### src/rtl/eh2_exu_mul_pipe.sv
// ---------------------------------------------------------------------------
// eh2_exu_mul_pipe
//
// Pipelined integer multiplier for the execute unit. It supports the
// MUL/MULH/MULHSU/MULHU family: each operand is optionally treated as signed,
// and either the low or the high half of the 2*WIDTH product is returned.
// The issue-to-result latency is STAGES cycles, and the pipe accepts one op
// per cycle.
//
// Pipeline:
//   S1 : captures the raw operands, controls and bypass selects.
//   S2 : holds the bypass-resolved, sign-extended (WIDTH+1)-bit operands.
//   S3 : holds the 2*WIDTH product (STAGES >= 3 only).
//   S4 : is a pure delay of the product (STAGES == 4 only).
// When STAGES == 2, the product and the half select come combinationally
// from S2.
//
// Ports:
//   clk, rst_l          clock; synchronous active-low reset
//   in_valid            a new op is issued this cycle
//   in_a, in_b          rs1 / rs2 operands
//   in_rs1_sign/rs2     treat the corresponding operand as signed
//   in_low              1 = low half (MUL), 0 = high half (MULH*)
//   in_tag              destination tag carried with the op
//   in_byp_a/b          replace the operand with byp_data while the op is in S1
//   byp_data            late load-result bypass data
//   stall               freezes the whole pipe
//   flush               kills every op in flight plus any op issued this cycle
//   out_valid           a result is presented this cycle
//   out_result/out_tag  result half and its tag (both zero when idle)
//   busy                at least one stage holds a valid op
// ---------------------------------------------------------------------------
module eh2_exu_mul_pipe #(
   parameter int WIDTH  = 32,
   parameter int STAGES = 3,
   parameter int TAG_W  = 5
) (
   input  logic             clk,
   input  logic             rst_l,
   input  logic             in_valid,
   input  logic [WIDTH-1:0] in_a,
   input  logic [WIDTH-1:0] in_b,
   input  logic             in_rs1_sign,
   input  logic             in_rs2_sign,
   input  logic             in_low,
   input  logic [TAG_W-1:0] in_tag,
   input  logic             in_byp_a,
   input  logic             in_byp_b,
   input  logic [WIDTH-1:0] byp_data,
   input  logic             stall,
   input  logic             flush,
   output logic             out_valid,
   output logic [WIDTH-1:0] out_result,
   output logic [TAG_W-1:0] out_tag,
   output logic             busy
);

   localparam int XW = WIDTH + 1;   // extended operand width
   localparam int PW = 2 * WIDTH;   // kept product width

   typedef struct packed {
      logic [WIDTH-1:0] a;
      logic [WIDTH-1:0] b;
      logic             rs1_sign;
      logic             rs2_sign;
      logic             low;
      logic [TAG_W-1:0] tag;
      logic             byp_a;
      logic             byp_b;
   } s1_t;

   typedef struct packed {
      logic [XW-1:0]    a;
      logic [XW-1:0]    b;
      logic             low;
      logic [TAG_W-1:0] tag;
   } s2_t;

   logic [STAGES:1]      vld_d, vld_q;     // bit k = stage Sk holds a live op
   s1_t                  s1_d, s1_q;
   s2_t                  s2_d, s2_q;

   logic [WIDTH-1:0]     op_a, op_b;
   logic [XW-1:0]        ext_a, ext_b;
   logic signed [PW-1:0] mul_a, mul_b;
   logic [PW-1:0]        mul_prod;

   logic [PW-1:0]        last_prod;
   logic                 last_low;
   logic [TAG_W-1:0]     last_tag;

   // Stage-1 operand resolution and the stage-2 multiply.
   always_comb begin
      op_a  = s1_q.byp_a ? byp_data : s1_q.a;
      op_b  = s1_q.byp_b ? byp_data : s1_q.b;
      ext_a = {s1_q.rs1_sign & op_a[WIDTH-1], op_a};
      ext_b = {s1_q.rs2_sign & op_b[WIDTH-1], op_b};
      // Sign-extending both operands to PW bits makes a PW x PW product
      // truncated to PW bits equal to the truncated (XW x XW) signed product.
      mul_a    = {{(WIDTH-1){s2_q.a[XW-1]}}, s2_q.a};
      mul_b    = {{(WIDTH-1){s2_q.b[XW-1]}}, s2_q.b};
      mul_prod = mul_a * mul_b;
   end

   // Valid chain and the S1/S2 data registers.
   always_comb begin
      // NOTE: every signal driven here gets a default first; otherwise a path
      // that skips its assignment would make synthesis infer a latch.
      vld_d = vld_q;
      s1_d  = s1_q;
      s2_d  = s2_q;

      if (flush) begin
         vld_d = '0;
      end else if (!stall) begin
         vld_d = {vld_q[STAGES-1:1], in_valid};
      end

      if (in_valid && !stall && !flush) begin
         s1_d.a        = in_a;
         s1_d.b        = in_b;
         s1_d.rs1_sign = in_rs1_sign;
         s1_d.rs2_sign = in_rs2_sign;
         s1_d.low      = in_low;
         s1_d.tag      = in_tag;
         s1_d.byp_a    = in_byp_a;
         s1_d.byp_b    = in_byp_b;
      end

      if (vld_q[1] && !stall) begin
         s2_d.a   = ext_a;
         s2_d.b   = ext_b;
         s2_d.low = s1_q.low;
         s2_d.tag = s1_q.tag;
      end
   end

   always_ff @(posedge clk) begin
      // NOTE: state registers use non-blocking assignments, so every flop
      // samples the values from before the edge and the update order does
      // not matter.
      if (!rst_l) begin
         vld_q <= '0;
      end else begin
         vld_q <= vld_d;
      end
   end

   // NOTE: the data registers are deliberately left without a reset. Only the
   // valid bits decide whether their contents are used, and the outputs are
   // forced to zero when no op is valid.
   always_ff @(posedge clk) begin
      s1_q <= s1_d;
      s2_q <= s2_d;
   end

   if (STAGES == 2) begin : g_comb_out
      always_comb begin
         last_prod = mul_prod;
         last_low  = s2_q.low;
         last_tag  = s2_q.tag;
      end
   end else begin : g_prod_pipe
      typedef struct packed {
         logic [PW-1:0]    prod;
         logic             low;
         logic [TAG_W-1:0] tag;
      } sp_t;

      sp_t sp_d [3:STAGES];
      sp_t sp_q [3:STAGES];

      for (genvar k = 3; k <= STAGES; k++) begin : g_stage
         if (k == 3) begin : g_mul
            always_comb begin
               sp_d[k] = sp_q[k];
               if (vld_q[k-1] && !stall) begin
                  sp_d[k].prod = mul_prod;
                  sp_d[k].low  = s2_q.low;
                  sp_d[k].tag  = s2_q.tag;
               end
            end
         end else begin : g_dly
            always_comb begin
               sp_d[k] = sp_q[k];
               if (vld_q[k-1] && !stall) begin
                  sp_d[k] = sp_q[k-1];
               end
            end
         end

         always_ff @(posedge clk) begin
            sp_q[k] <= sp_d[k];
         end
      end

      always_comb begin
         last_prod = sp_q[STAGES].prod;
         last_low  = sp_q[STAGES].low;
         last_tag  = sp_q[STAGES].tag;
      end
   end

   // The outputs are gated by the last valid bit so they read as zero when idle.
   always_comb begin
      out_valid  = vld_q[STAGES];
      out_result = '0;
      out_tag    = '0;
      if (out_valid) begin
         out_result = last_low ? last_prod[WIDTH-1:0] : last_prod[PW-1:WIDTH];
         out_tag    = last_tag;
      end
      busy = |vld_q;
   end

endmodule

### config.mk
export PLATFORM = sky130hd
export DESIGN_NAME = eh2_exu_mul_pipe
export DESIGN_NICKNAME = d
export VERILOG_FILES = /design/src/rtl/eh2_exu_mul_pipe.sv
export SDC_FILE = /design/constraint.sdc
export NUM_CORES = 2
export LEC_CHECK = 0
export CORE_MARGIN = 4
export CORE_UTILIZATION = 50
export DETAILED_ROUTE_END_ITERATION = 8
export PLACE_DENSITY = 0.79
export RECOVER_POWER = 25
export SKIP_CTS_REPAIR_TIMING = 1
export SYNTH_ARGS = -nofsm -noshare
export SYNTH_HDL_FRONTEND = slang
export SYNTH_SLANG_ARGS = --single-unit
export TNS_END_PERCENT = 20
### constraint.sdc
create_clock -name clk -period 24.1 [get_ports clk]
set_input_delay 2.41 -clock clk [delete_from_list [all_inputs] [get_ports clk]]
set_output_delay 2.41 -clock clk [all_outputs]
set_load 0.01 [all_outputs]
; Word-level counts from Yosys, hierarchy flattened
; Memory sizes are Yosys's and may differ from the RTL's.
; Index checks and enable logic that the tools add are counted.
[totals]
memories = 1
ramBits = 70
in_bits = 111
output_inout_bits = 39
elab_cells = 32
ff_bits = 149
[memory_table]
columns = name, words, word_bits, rd, rd_ports_with_merged_regs, write_ports, line
row1 = g_prod_pipe.sp_q, 1, 70, 1, 0, 1, 171  ; sp_t sp_q [3:STAGES];
[op_classes]
n_mul = 1
n_mux = 6
n_bitwise = 3
n_reduce_logical = 8
[ops]
columns = cell, n
row1 = 2-to-1 mux 32 bit, 4
row2 = 2-to-1 mux 70 bit, 1
row3 = multiplier 33 x 33 -> 64 bit, 1
row4 = 2-to-1 mux 5 bit, 1
row5 = logical AND 1 bit, 4
row6 = OR reduction 3 bit, 1
row7 = AND 1 bit, 2
row8 = logical NOT 1 bit, 2
row9 = OR reduction 2 bit, 1
row10 = NOT 1 bit, 1

; Longest topological paths before layout
[logic_depth]
word_depth = 3
depth_mapped = 28
ltp_nobuf = 26

; Worst setup path after synthesis
; No wires, ideal clock.
[synth_path]
kind = flip-flop to flip-flop
startpoint = register s2_q (netlist bit mul_a[32])
endpoint = memory g_prod_pipe.sp_q[3][69] in the netlist's numbering, data pin
required_time_ns = 23.841
setup_time_ns = 0.259
path_stages_with_launch = 26
arrival_ns = 7.752
synth_period_minus_slack_ns = 8.012
n_path_buf = 1
slack_ns = 16.088
cell_sequence = edfxtp_1 > clkbuf_1 > nand2_1 > inv_1 > fa_1 > fa_1 > fa_1 > inv_1 > fa_1 > inv_1 > fa_1 > fa_1 > fa_1 > inv_1 > fa_1 > inv_1 > ha_1 > a21o_1 > a21o_1 > a21o_1 > a21o_1 > o21ai_1 > o211ai_4 > a2111oi_4 > nor3_2 > xnor2_1
[synth_between]
elab_chain_len = 2
[synth_lines]
columns = element, line
row1 = "start, declared", 81  ; s2_t s2_d, s2_q;
row2 = "start signal, assigned", 154  ; s2_q <= s2_d;
row3 = multiplier 33 x 33 -> 64 bit, 102  ; mul_prod = mul_a * mul_b;
row4 = net mul_prod[63], 86  ; logic [PW-1:0] mul_prod;
row5 = 2-to-1 mux 70 bit, 177  ; if (vld_q[k-1] && !stall) begin
row6 = "end, declared", 171
; The timed path passes the listed nets, and every way through them passes these cells.

; Worst setup path in the final report
[layout_path]
startpoint = register s2_q (netlist bit mul_b[4])
endpoint = memory g_prod_pipe.sp_q[3][69] in the netlist's numbering, data pin
; The elaborated chain is that of the path after synthesis.

==> key figures <==
Critical path
  – Worst Path Max Fanout: 33
  – Most frequent CP cell: fa_1
  – CP max-delay cell: edfxtp_1
  – CP Launch Type: flip-flop
  – Max incr delay on CP: 1.10 ns
  – Worst-path cell chain: and2_1 -> fa_1 -> fa_1 -> fa_1 -> inv_1 -> fa_1 -> inv_1 -> fa_1 -> fa_1 -> fa_1 -> inv_1 -> fa_1 -> inv_1 -> ha_1 -> a21o_1 -> a21o_1 -> a21o_1 -> a21o_1 -> o21ai_1 -> o211ai_4 -> a2111oi_4 -> nor3_2 -> xnor2_1
  – RR Startpoint: mul_b[4]
  – Critical path startpoint: mul_b[4]
  – CP delay by family, top: adder cells
  – Worst R2R Path Depth: 23
  – Critical path endpoint category: flip-flop
  – Buf/Inv on CP: 4
  – Critical Path RT: 24.38 ns
  – Crit path DAT: 9.46 ns
  – Kind of critical path: flip-flop to flip-flop
  – Crit. path cell count: 23

GRT
  – First-pass GRT wire length: 187 mm
  – Vias in the first global route: 34400
  – Antenna violations before repair: 1
  – Grt total ovfl: 0
  – All-Layer GR Usage: 0.243
  – Largest net degree at the start of global routing: 72

STA
  – Unrepaired setup endpoints after global routing: false
  – Final hold vios: 0
  – Final setup viols: 0
  – Slew Limit Headroom: 0.151
  – Crit share post-route: 0.381
  – Minimum clock period: 9.18 ns
  – Worst clock skew: 0.0766 ns
  – Least-Margin Pin Slew: 1.27 ns
  – Max Transition Viols Final: 0
  – Max Clk Rate: 109 MHz
  – Setup TNS: 0 ns

Clock network
  – Worst-path clk slew: 0.07 ns
  – Worst-Skew Late Latency: 0.61 ns
  – CTS H-tree lvls: 1
  – CTS tree: yes
  – TritonCTS Buffers: 26
  – Buffer depth of the longest clock path: 3
  – Clock Sink Count: 219
  – CTS Root Cell: clkbuf_16

Logic synthesis
  – Post-synth top area cell: fa_1
  – Post-synth top flop: edfxtp_1
  – Synth Warn #: 0
  – Yosys top cell area share: 0.489
  – Register area share after synthesis: 0.142
  – Synthesized area: 0.0460 sq mm
  – Synth Register Bits: 219
  – EDFF count, synth: 216
  – Post-Syn Instances: 4494
  – Synth top area cells: fa_1 49%, edfxtp_1 14%, inv_1 8.8%
  – Syn nets: 5942
  – Asr flop ratio synth: 0
  – Avg Inst Size Synth: 10.2 sq um
  – Synth cell types: 56

Flow run
  – Max-Cap Viols: 0

Status
  – Status: finished, final reports clean

Floorplan
  – Area of the die: 0.0970 sq mm
  – Die Ht: 311 um
  – Initial Util: 0.503
  – Row count: 111
  – Die width: 311 um
  – Ports: 150
  – Core area: 0.0915 sq mm

Pwr
  – Power Dens Cells: 143 mW/mm^2
  – Sw frac: 0.535
  – NetSw: 3.79 mW
  – Peak supply drop: 0.000263 V
  – Internal power: 3.29 mW
  – Sequential group share of total power: 0.101
  – Leakage: 23.8 nW
  – Gate power share: 0.839
  – Clk network pwr share: 0.060

Finish
  – Final Cell Area: 0.0496 sq mm
  – Area Growth Syn to Fin: 7.78%
  – Non-filler cells, final: 5718
  – Antenna cells: 0
  – # fillers: 7651
  – Share of layout cells above drive strength 1: 0.0426
  – Nets@finish: 5960

Route
  – DRC: 0
  – Vias/cell: 5.38
  – Post-route antenna net violation count: 0
  – Initial DRC Count: 1863
  – Via count: 30800
  – First-pass DRT Iterations: 5
  – Total Wirelength: 114 mm
  – DR WL/cell: 19.9 um

Place
  – GP Congestion: 0.934
  – Post-DP HPWL: 91.8 mm
  – Placed insts: 5670
  – Placed cell area: 0.0487 sq mm
  – IO buf count: 149

Min path
  – Hold depth: 0
  – Hold path start: s2_q[1]
  – Min-delay worst type: flip-flop to flip-flop
[final timing paths]
check | endpoint | slack (ns)
worst max-delay path | g_prod_pipe.sp_q[3][69] | 14.92
worst min-delay path | g_prod_pipe.sp_q[3][1] | 0.42
worst max register to register | g_prod_pipe.sp_q[3][69] | 14.92
worst min register to register | g_prod_pipe.sp_q[3][1] | 0.42
[through the flow]
| stage | worst slack (ns) | utilization | power, mW | hold slack (ns) |
|---|---|---|---|---|
| floorplan | 16.09 | - | 4.95 | 0.400 |
| global placement | 15.17 | 0.532 | 6.54 | 0.401 |
| detailed placement | 14.97 | 0.532 | 6.63 | 0.405 |
| CTS | 14.85 | 0.542 | 7.10 | 0.416 |
| global route | 14.45 | 0.542 | 7.78 | 0.425 |
| finish | 14.92 | 0.542 | 7.08 | 0.416 |
[cells in the final DEF, fill, tap and decap left out, types with 4 or more instances in the layout]
cell type,synthesis,layout
edfxtp_1,216,216
clkinvlp_4,0,5
inv_1,1077,1077
nand4_1,14,14
clkdlybuf4s50_1,0,53
a31oi_1,7,7
dlygate4sd3_1,0,96
ha_1,212,212
nor3_1,8,8
o21ai_0,25,25
o21ai_1,10,10
mux2i_1,32,32
nor2b_1,60,58
and3_1,4,4
nand2_1,557,557
xor2_1,29,29
o21bai_1,6,6
mux2_2,64,64
inv_8,0,4
nand2b_1,12,12
nand3_1,11,11
buf_4,0,69
a21o_1,28,28
o21a_1,6,6
xnor2_1,50,50
fa_1,1125,1125
bufinv_16,0,4
nor4_1,5,5
a21oi_1,63,63
a211oi_1,4,4
clkbuf_16,0,26
nor2_1,36,35
and2_1,558,556
[layout make-up]
type | instances | area [sq um] | share of cell area
clock buffer | 26 | 651 | 0.0131
clock inverter | 22 | 272 | 0.00547
inverter | 1077 | 4040 | 0.0815
multi-input combinational | 2970 | 34600 | 0.698
sequential | 219 | 6550 | 0.132
tap | 1186 | 1480 | 0.0299
timing repair buffer | 218 | 2010 | 0.0405
[worst register-to-register path, cell delays in order, from the launching register on]
cell and delay, ns:
edfxtp_1 1.10, and2_1 0.31, fa_1 0.48, fa_1 0.51, fa_1 0.87, inv_1 0.23, fa_1 0.84, inv_1 0.36
fa_1 0.55, fa_1 0.51, fa_1 0.50, inv_1 0.05, fa_1 0.47, inv_1 0.04, ha_1 0.35, a21o_1 0.18
a21o_1 0.17, a21o_1 0.18, a21o_1 0.19, o21ai_1 0.22, o211ai_4 0.15, a2111oi_4 0.37, nor3_2 0.09, xnor2_1 0.13
[cells in the mapped netlist (4+ instances only)]
cell / n
nand2b_1: 12
xor2_1: 29
a21o_1: 28
xnor2_1: 50
mux2i_1: 32
nor3_1: 8
nand3_1: 11
o21bai_1: 6
nor2b_1: 60
buf_1: 9
a21oi_1: 63
o21a_1: 6
nor2_1: 36
o21ai_1: 10
and3_1: 4
and2_1: 558
edfxtp_1: 216
inv_1: 1077
clkbuf_1: 219
o21ai_0: 25
nand4_1: 14
a31oi_1: 7
a211oi_1: 4
fa_1: 1125
nand2_1: 557
mux2_2: 64
nor4_1: 5
ha_1: 212
[power groups by stage]
stage                     Sequential, mW  Combinational, mW  Clock (mW)
after global placement             0.722               5.82           0
final                              0.714               5.94       0.424
after CTS                          0.714               5.94       0.437
after floorplan                    0.719               4.23           0
after detailed placement           0.722               5.91           0
after global routing               0.715               6.61       0.453
[metal layers]
metal | track usage | wire length [um] | vias to the layer above
met5 | 0 | 12 | -
met4 | 0.0946 | 5160 | 2
met3 | 0.0384 | 8450 | 319
met2 | 0.415 | 56700 | 1326
met1 | 0.313 | 43600 | 16000
li1 | - | - | 13100
[flip-flops by register name, summed over array words and instances, names as in the netlist]
signal	cells
mul_b	33
vld_q	3
s1_q	74
s2_q	6
g_prod_pipe.sp_q	70
mul_a	33
[kinds of logic (layout without fill, tap and decap cells)]
logic type               count (synthesis)  in the layout  share of synthesized area
adder cells (fa/ha/maj)               1337           1337                      0.547
buffers and inverters                 1305           1343                      0.106
AND/OR/NAND/NOR                       1276           1276                      0.141
flip-flops                             219            219                      0.142
AO/OA/AOI/OAI                          182            182                     0.0260
multiplexers                            96             96                     0.0226
XOR/XNOR                                79             79                     0.0150
Note: power is estimated with default switching activity, not from simulation.
